File: src/rtl/mips_rtype_pkg.sv
`default_nettype none
// ============================================================================
//  Module      : mips_rtype_pkg
//  Description : Shared MIPS R-type encoding constants, ALU select codes and
//                instruction field positions. Used by the encoder, the ALU
//                control decoder and the ALU.
//  Revision    : 1.0 - initial release
// ============================================================================
package mips_rtype_pkg;

    // All R-type instructions share the all-zero major opcode
    localparam logic [5:0] OPCODE_RTYPE = 6'h00;

    // Function field values for the supported R-type operations
    localparam logic [5:0] FUNCT_AND = 6'h24;
    localparam logic [5:0] FUNCT_OR  = 6'h25;
    localparam logic [5:0] FUNCT_ADD = 6'h20;
    localparam logic [5:0] FUNCT_SLL = 6'h00;
    localparam logic [5:0] FUNCT_SUB = 6'h22;
    localparam logic [5:0] FUNCT_SRL = 6'h02;
    localparam logic [5:0] FUNCT_XOR = 6'h26;
    localparam logic [5:0] FUNCT_NOR = 6'h27;

    // ALU select codes; every 3-bit value is a legal operation
    typedef enum logic [2:0] {
        ALU_AND = 3'b000,
        ALU_OR  = 3'b001,
        ALU_ADD = 3'b010,
        ALU_SLL = 3'b011,
        ALU_SUB = 3'b100,
        ALU_SRL = 3'b101,
        ALU_XOR = 3'b110,
        ALU_NOR = 3'b111
    } alu_sel_t;

    // Least significant bit of each field inside the 32-bit instruction word
    localparam int OPCODE_LSB = 26;
    localparam int RS_LSB     = 21;
    localparam int RT_LSB     = 16;
    localparam int RD_LSB     = 11;
    localparam int SH_LSB     = 6;
    localparam int FUNCT_LSB  = 0;

    // Assemble an R-type word from already-resolved fields
    function automatic logic [31:0] pack_rtype(
        input logic [4:0] rs,
        input logic [4:0] rt,
        input logic [4:0] rd,
        input logic [4:0] shamt,
        input logic [5:0] funct
    );
        logic [31:0] word;
        word = '0;
        word[OPCODE_LSB +: 6] = OPCODE_RTYPE;
        word[RS_LSB     +: 5] = rs;
        word[RT_LSB     +: 5] = rt;
        word[RD_LSB     +: 5] = rd;
        word[SH_LSB     +: 5] = shamt;
        word[FUNCT_LSB  +: 6] = funct;
        return word;
    endfunction

endpackage
`default_nettype wire

File: src/rtl/rtype_funct_encoder.sv
`default_nettype none
// ============================================================================
//  Module      : rtype_funct_encoder
//  Description : Combinational map from ALU select code to the R-type funct
//                field, plus a flag marking the shift operations that carry
//                a meaningful shamt field.
//  Revision    : 1.0 - initial release
// ============================================================================
module rtype_funct_encoder
    import mips_rtype_pkg::*;
(
    input  logic [2:0] i_sel,
    output logic [5:0] o_funct,
    output logic       o_is_shift
);

    // Full 8-way decode; no code is reserved so there is no error output
    always_comb begin
        o_funct    = FUNCT_AND;
        o_is_shift = 1'b0;
        case (alu_sel_t'(i_sel))
            ALU_AND: o_funct = FUNCT_AND;
            ALU_OR:  o_funct = FUNCT_OR;
            ALU_ADD: o_funct = FUNCT_ADD;
            ALU_SLL: begin
                o_funct    = FUNCT_SLL;
                o_is_shift = 1'b1;
            end
            ALU_SUB: o_funct = FUNCT_SUB;
            ALU_SRL: begin
                o_funct    = FUNCT_SRL;
                o_is_shift = 1'b1;
            end
            ALU_XOR: o_funct = FUNCT_XOR;
            ALU_NOR: o_funct = FUNCT_NOR;
            default: begin
                o_funct    = FUNCT_AND;
                o_is_shift = 1'b0;
            end
        endcase
    end

endmodule
`default_nettype wire

File: src/rtl/rtype_instr_encoder.sv
`default_nettype none
// ============================================================================
//  Module      : rtype_instr_encoder
//  Description : Buffered MIPS R-type instruction encoder. Encodes an ALU
//                select code plus register/shift fields into a 32-bit word at
//                the input handshake, queues finished words in a small FIFO
//                and streams them out over a second valid/ready handshake.
//  Revision    : 1.0 - initial release
// ============================================================================
module rtype_instr_encoder
    import mips_rtype_pkg::*;
#(
    parameter int DEPTH = 2,
    parameter int CNT_W = 16
) (
    input  logic             clk,
    input  logic             rst_n,
    input  logic             in_valid,
    output logic             in_ready,
    input  logic [2:0]       in_sel,
    input  logic [4:0]       in_rs,
    input  logic [4:0]       in_rt,
    input  logic [4:0]       in_rd,
    input  logic [4:0]       in_shamt,
    output logic             out_valid,
    input  logic             out_ready,
    output logic [31:0]      out_instr,
    output logic [CNT_W-1:0] issued_count
);

    localparam int PTR_W = $clog2(DEPTH);
    localparam logic [PTR_W:0] c_count_full = (PTR_W + 1)'(DEPTH);

    logic [31:0]      r_mem [DEPTH];
    logic [PTR_W-1:0] r_wr_ptr;
    logic [PTR_W-1:0] r_rd_ptr;
    logic [PTR_W:0]   r_count;
    logic [CNT_W-1:0] r_issued_count;

    logic [5:0]  w_funct;
    logic        w_is_shift;
    logic [4:0]  w_shamt;
    logic [31:0] w_word;
    logic        w_in_ready;
    logic        w_out_valid;
    logic        w_push;
    logic        w_pop;

    rtype_funct_encoder u_funct_enc (
        .i_sel      (in_sel),
        .o_funct    (w_funct),
        .o_is_shift (w_is_shift)
    );

    // Encode at the input so the FIFO only ever holds finished words
    always_comb begin
        w_shamt = w_is_shift ? in_shamt : 5'd0;
        w_word  = pack_rtype(in_rs, in_rt, in_rd, w_shamt, w_funct);
    end

    // Handshake qualifiers derive from the registered count only, so a pop
    // in the same cycle never opens room for a push into a full FIFO
    always_comb begin
        w_in_ready  = (r_count != c_count_full);
        w_out_valid = (r_count != '0);
        w_push      = in_valid && w_in_ready;
        w_pop       = w_out_valid && out_ready;
    end

    // Storage has no reset; stale entries are masked by the occupancy count
    always_ff @(posedge clk) begin
        if (w_push) begin
            r_mem[r_wr_ptr] <= w_word;
        end
    end

    // Pointers wrap naturally at DEPTH (power of two); count tracks occupancy
    always_ff @(posedge clk or negedge rst_n) begin
        if (!rst_n) begin
            r_wr_ptr <= '0;
            r_rd_ptr <= '0;
            r_count  <= '0;
        end else begin
            if (w_push) begin
                r_wr_ptr <= r_wr_ptr + PTR_W'(1);
            end
            if (w_pop) begin
                r_rd_ptr <= r_rd_ptr + PTR_W'(1);
            end
            case ({w_push, w_pop})
                2'b10:   r_count <= r_count + (PTR_W + 1)'(1);
                2'b01:   r_count <= r_count - (PTR_W + 1)'(1);
                default: r_count <= r_count;
            endcase
        end
    end

    // Count completed output handshakes, wrapping at the counter width
    always_ff @(posedge clk or negedge rst_n) begin
        if (!rst_n) begin
            r_issued_count <= '0;
        end else if (w_pop) begin
            r_issued_count <= r_issued_count + CNT_W'(1);
        end
    end

    // Output word is forced to zero while empty so reset is visible at once
    always_comb begin
        in_ready     = w_in_ready;
        out_valid    = w_out_valid;
        out_instr    = w_out_valid ? r_mem[r_rd_ptr] : 32'd0;
        issued_count = r_issued_count;
    end

endmodule
`default_nettype wire

File: config.mk
export PLATFORM = sky130hd
export DESIGN_NAME = rtype_instr_encoder
export DESIGN_NICKNAME = d
export VERILOG_FILES = /design/src/rtl/mips_rtype_pkg.sv /design/src/rtl/rtype_funct_encoder.sv /design/src/rtl/rtype_instr_encoder.sv
export SDC_FILE = /design/constraint.sdc
export NUM_CORES = 1
export LEC_CHECK = 0
export ABC_AREA = 1
export CAP_MARGIN = 30
export CORE_MARGIN = 3
export CORE_UTILIZATION = 50
export CTS_BUF_LIST = sky130_fd_sc_hd__clkbuf_4 sky130_fd_sc_hd__clkbuf_8
export DETAILED_ROUTE_END_ITERATION = 7
export GPL_TIMING_DRIVEN = 0
export PLACE_DENSITY = 0.82
export SLEW_MARGIN = 15
export SYNTH_ARGS = -nofsm -noshare
export SYNTH_HDL_FRONTEND = slang
export SYNTH_SLANG_ARGS = --single-unit
File: constraint.sdc
create_clock -name clk -period 2.5 [get_ports clk]
set_input_delay 0.5 -clock clk [delete_from_list [all_inputs] [get_ports clk]]
set_output_delay 0.5 -clock clk [all_outputs]
set_load 0.03 [all_outputs]
==> metrics.cfg <==
[status]
status=completed

[critical_path]
rr_startpoint=r_count[0]
critPathLaunch=r_rd_ptr
crit_arrival_ns=1.89
rr_endpoint=r_mem[1][14]
cp-end-kind=output port
path_class=flop to output port
r2r_cells=4
r2r_slack_ns=0.70
crit_fanout=10
endpoint=out_instr[6]
setup.worst_path.start_class=flop
cp.required_ns=2.00

[cts]
cts_buffers=9
postCtsHoldBufs=0
postCtsSetupRepairBufs=0
cts_htree_levels=3
clock-sinks=68
clk_latency_ns=0.33
cts-root-buf=clkbuf_8
cts_buffer_depth=2
path_clk_slew_ns=0.07
cts_tree=done

[floorplanning]
fp.dieH_um=83.1
start_util_pct=52.7
rows=27
core_area_mm2=0.00564
io-pin-count=77
die_x_um=83.1
die-area_mm2=0.00690

[synthesis]
ys.flop_type=edfxtp_1
netlist_top_cells_area=edfxtp_1 (49%), dfrtp_1 (17%), nand2_1 (10%), a21oi_1 (4.4%), inv_1 (2.8%)
yosysWarnings=0
synth_async_sr_flop_share_pct=29.4
synth_top_area_share_pct=48.5
synth_top_area_cell=edfxtp_1
yosysSeqAreaShare_pct=65.4
syn_inst=276
synth_area_mm2=0.00297
synth_edf_count=48
synth_cell_type_count=26
ys_seq_elements=68
syn_avg_cell_area_um2=10.8

[grt]
grt_max_degree=26
antenna_found_initial=0
grt_overflow=0
grt_usage_pct=17.6
grt_pass1_wl_mm=9.65
first_global_vias=2074

[flow_run]
cap_violations=0

[sta]
fin_crit_sh_pct=95.5
finalHoldViolCount=0
skew_ns=0.00731
slew_headroom_pct=51.6
period_needed_ns=2.39
fmax_ghz=0.419
setup_violations=0
drv_slew=0
rsz0062_at_grt=no
setup-tns-final_ns=0
worst_pin_slew_ns=0.725
holdWs_ns=0.435

[place]
port_buffers=68
gp_congestion=0.800
dpl.cell_count=423
dp_hpwl_mm=4.12
placed_area_mm2=0.00378

[cells_and_area]
final_cell_mix=nand2_1 (82), edfxtp_1 (48), clkdlybuf4s50_1 (47), a21oi_1 (26), inv_1 (22)
finish.net_count=392
final_common_cell=nand2_1
finish.utilization_pct=70.2
fillers=430
diodes=0
finalInstanceArea_mm2=0.00396
final_cell_count_no_fill=440
syn_to_final_growth_pct=33.4
drive_gt1_share_pct=11.4

[routing]
via_per_inst=4.84
drt_first_pass_iters=4
wl_per_cell_um=13.5
remaining_drc_errors=0
antenna_left=0
num_vias=2131
drt_iter0_markers=109
drt_wl_total_mm=5.93

[power]
ir_drop_v=0.000801
powerDensity_mw_per_mm2=1140
cellLeakagePower_nw=1.70

[worst_hold_path]
hp-class=primary input to asynchronous set/reset pin

## per-stage QoR
| step | setup slack (ns) | total power [W] |
|---|---|---|
| final | 0.111 | 0.00450 |
| after global routing | 0.00449 | 0.00476 |
| after CTS | 0.0989 | 0.00455 |
| after detailed placement | 0.117 | 0.00384 |
| after global placement | -0.593 | 0.00379 |
| after floorplan | 0.124 | 0.00297 |
## what timing repair did
item / in CTS / in global routing
hold endpoints to repair: 0 / 0
gates resized for setup: 25 / 0
endpoints found under the setup margin: 21 / 0
## per-layer routing
metal  up-vias  share of wire (%)  track usage [%]
li1       1064                  -                -
met1      1000                 43             21.8
met2        62                 51             30.3
met3         5                5.2             4.66
met4         0               0.91             5.05
met5         -                  0                0
## worst max-delay path, cell delays in order, from the launching register on
cell	delay, ns
dfrtp_1	0.36
buf_2	0.16
clkinv_1	0.12
buf_2	0.25
nand2_1	0.09
a21oi_1	0.17
dlygate4sd2_1	0.42
## area by class of cell
class | instances | area [um^2] | share of cell area (%)
multi-input combinational | 176 | 890 | 22.5
buffer | 16 | 98.8 | 2.49
tap | 72 | 90.1 | 2.27
clock buffer | 10 | 131 | 3.32
inverter | 23 | 86.3 | 2.18
clock inverter | 6 | 55.1 | 1.39
timing repair buffer | 69 | 669 | 16.9
sequential | 68 | 1940 | 49.0
## kinds of logic (layout without fill, tap and decap cells)
group / count (synthesis) / after routing / share of synthesized area (%)
other: 1 / 8 / 0.126
adders and majority gates: 2 / 2 / 0.842
and+or+nand+nor: 126 / 126 / 19.3
buffers and inverters: 39 / 124 / 6.07
AOI/OAI and AO/OA: 28 / 28 / 4.72
DFF: 68 / 68 / 65.4
xor gates and xnor gates: 12 / 12 / 3.54
## where the power goes
group / switching (W) / internal [W] / leakage (nW) / total [W]
registers: 0.000134 / 0.00150 / 0.703 / 0.00164
clock network: 0.000383 / 0.000461 / 0.0945 / 0.000844
logic: 0.00137 / 0.000658 / 0.905 / 0.00202
## worst min path at each step
stage,from,endpoint,slack (ns),depth (start not counted)
6_report,rst_n,issued_count[10],0.43,1
5_1_grt,rst_n,issued_count[10],0.44,1
4_1_cts,issued_count[7],issued_count[7],0.53,1
3_5_place_dp,issued_count[15],issued_count[15],0.51,2
3_3_place_gp,issued_count[15],issued_count[15],0.49,2
2_1_floorplan,rst_n,issued_count[0],0.20,0
## cells in the mapped netlist (all sizes together), types with 2 or more instances
library cell	number
clkbuf	5
nand3b	2
dfrtp	20
xnor2	5
xor2	7
edfxtp	48
nand4	5
o21ai	2
ha	2
nor2	27
buf	11
inv	22
nand2	85
a21oi	26
nand3	5
## flip-flops by register name, indices dropped and copies added (netlist names)
register      flops
r_rd_ptr          1
r_count           2
issued_count     16
r_mem            48
r_wr_ptr          1
Power figures use the tool's default switching activity.
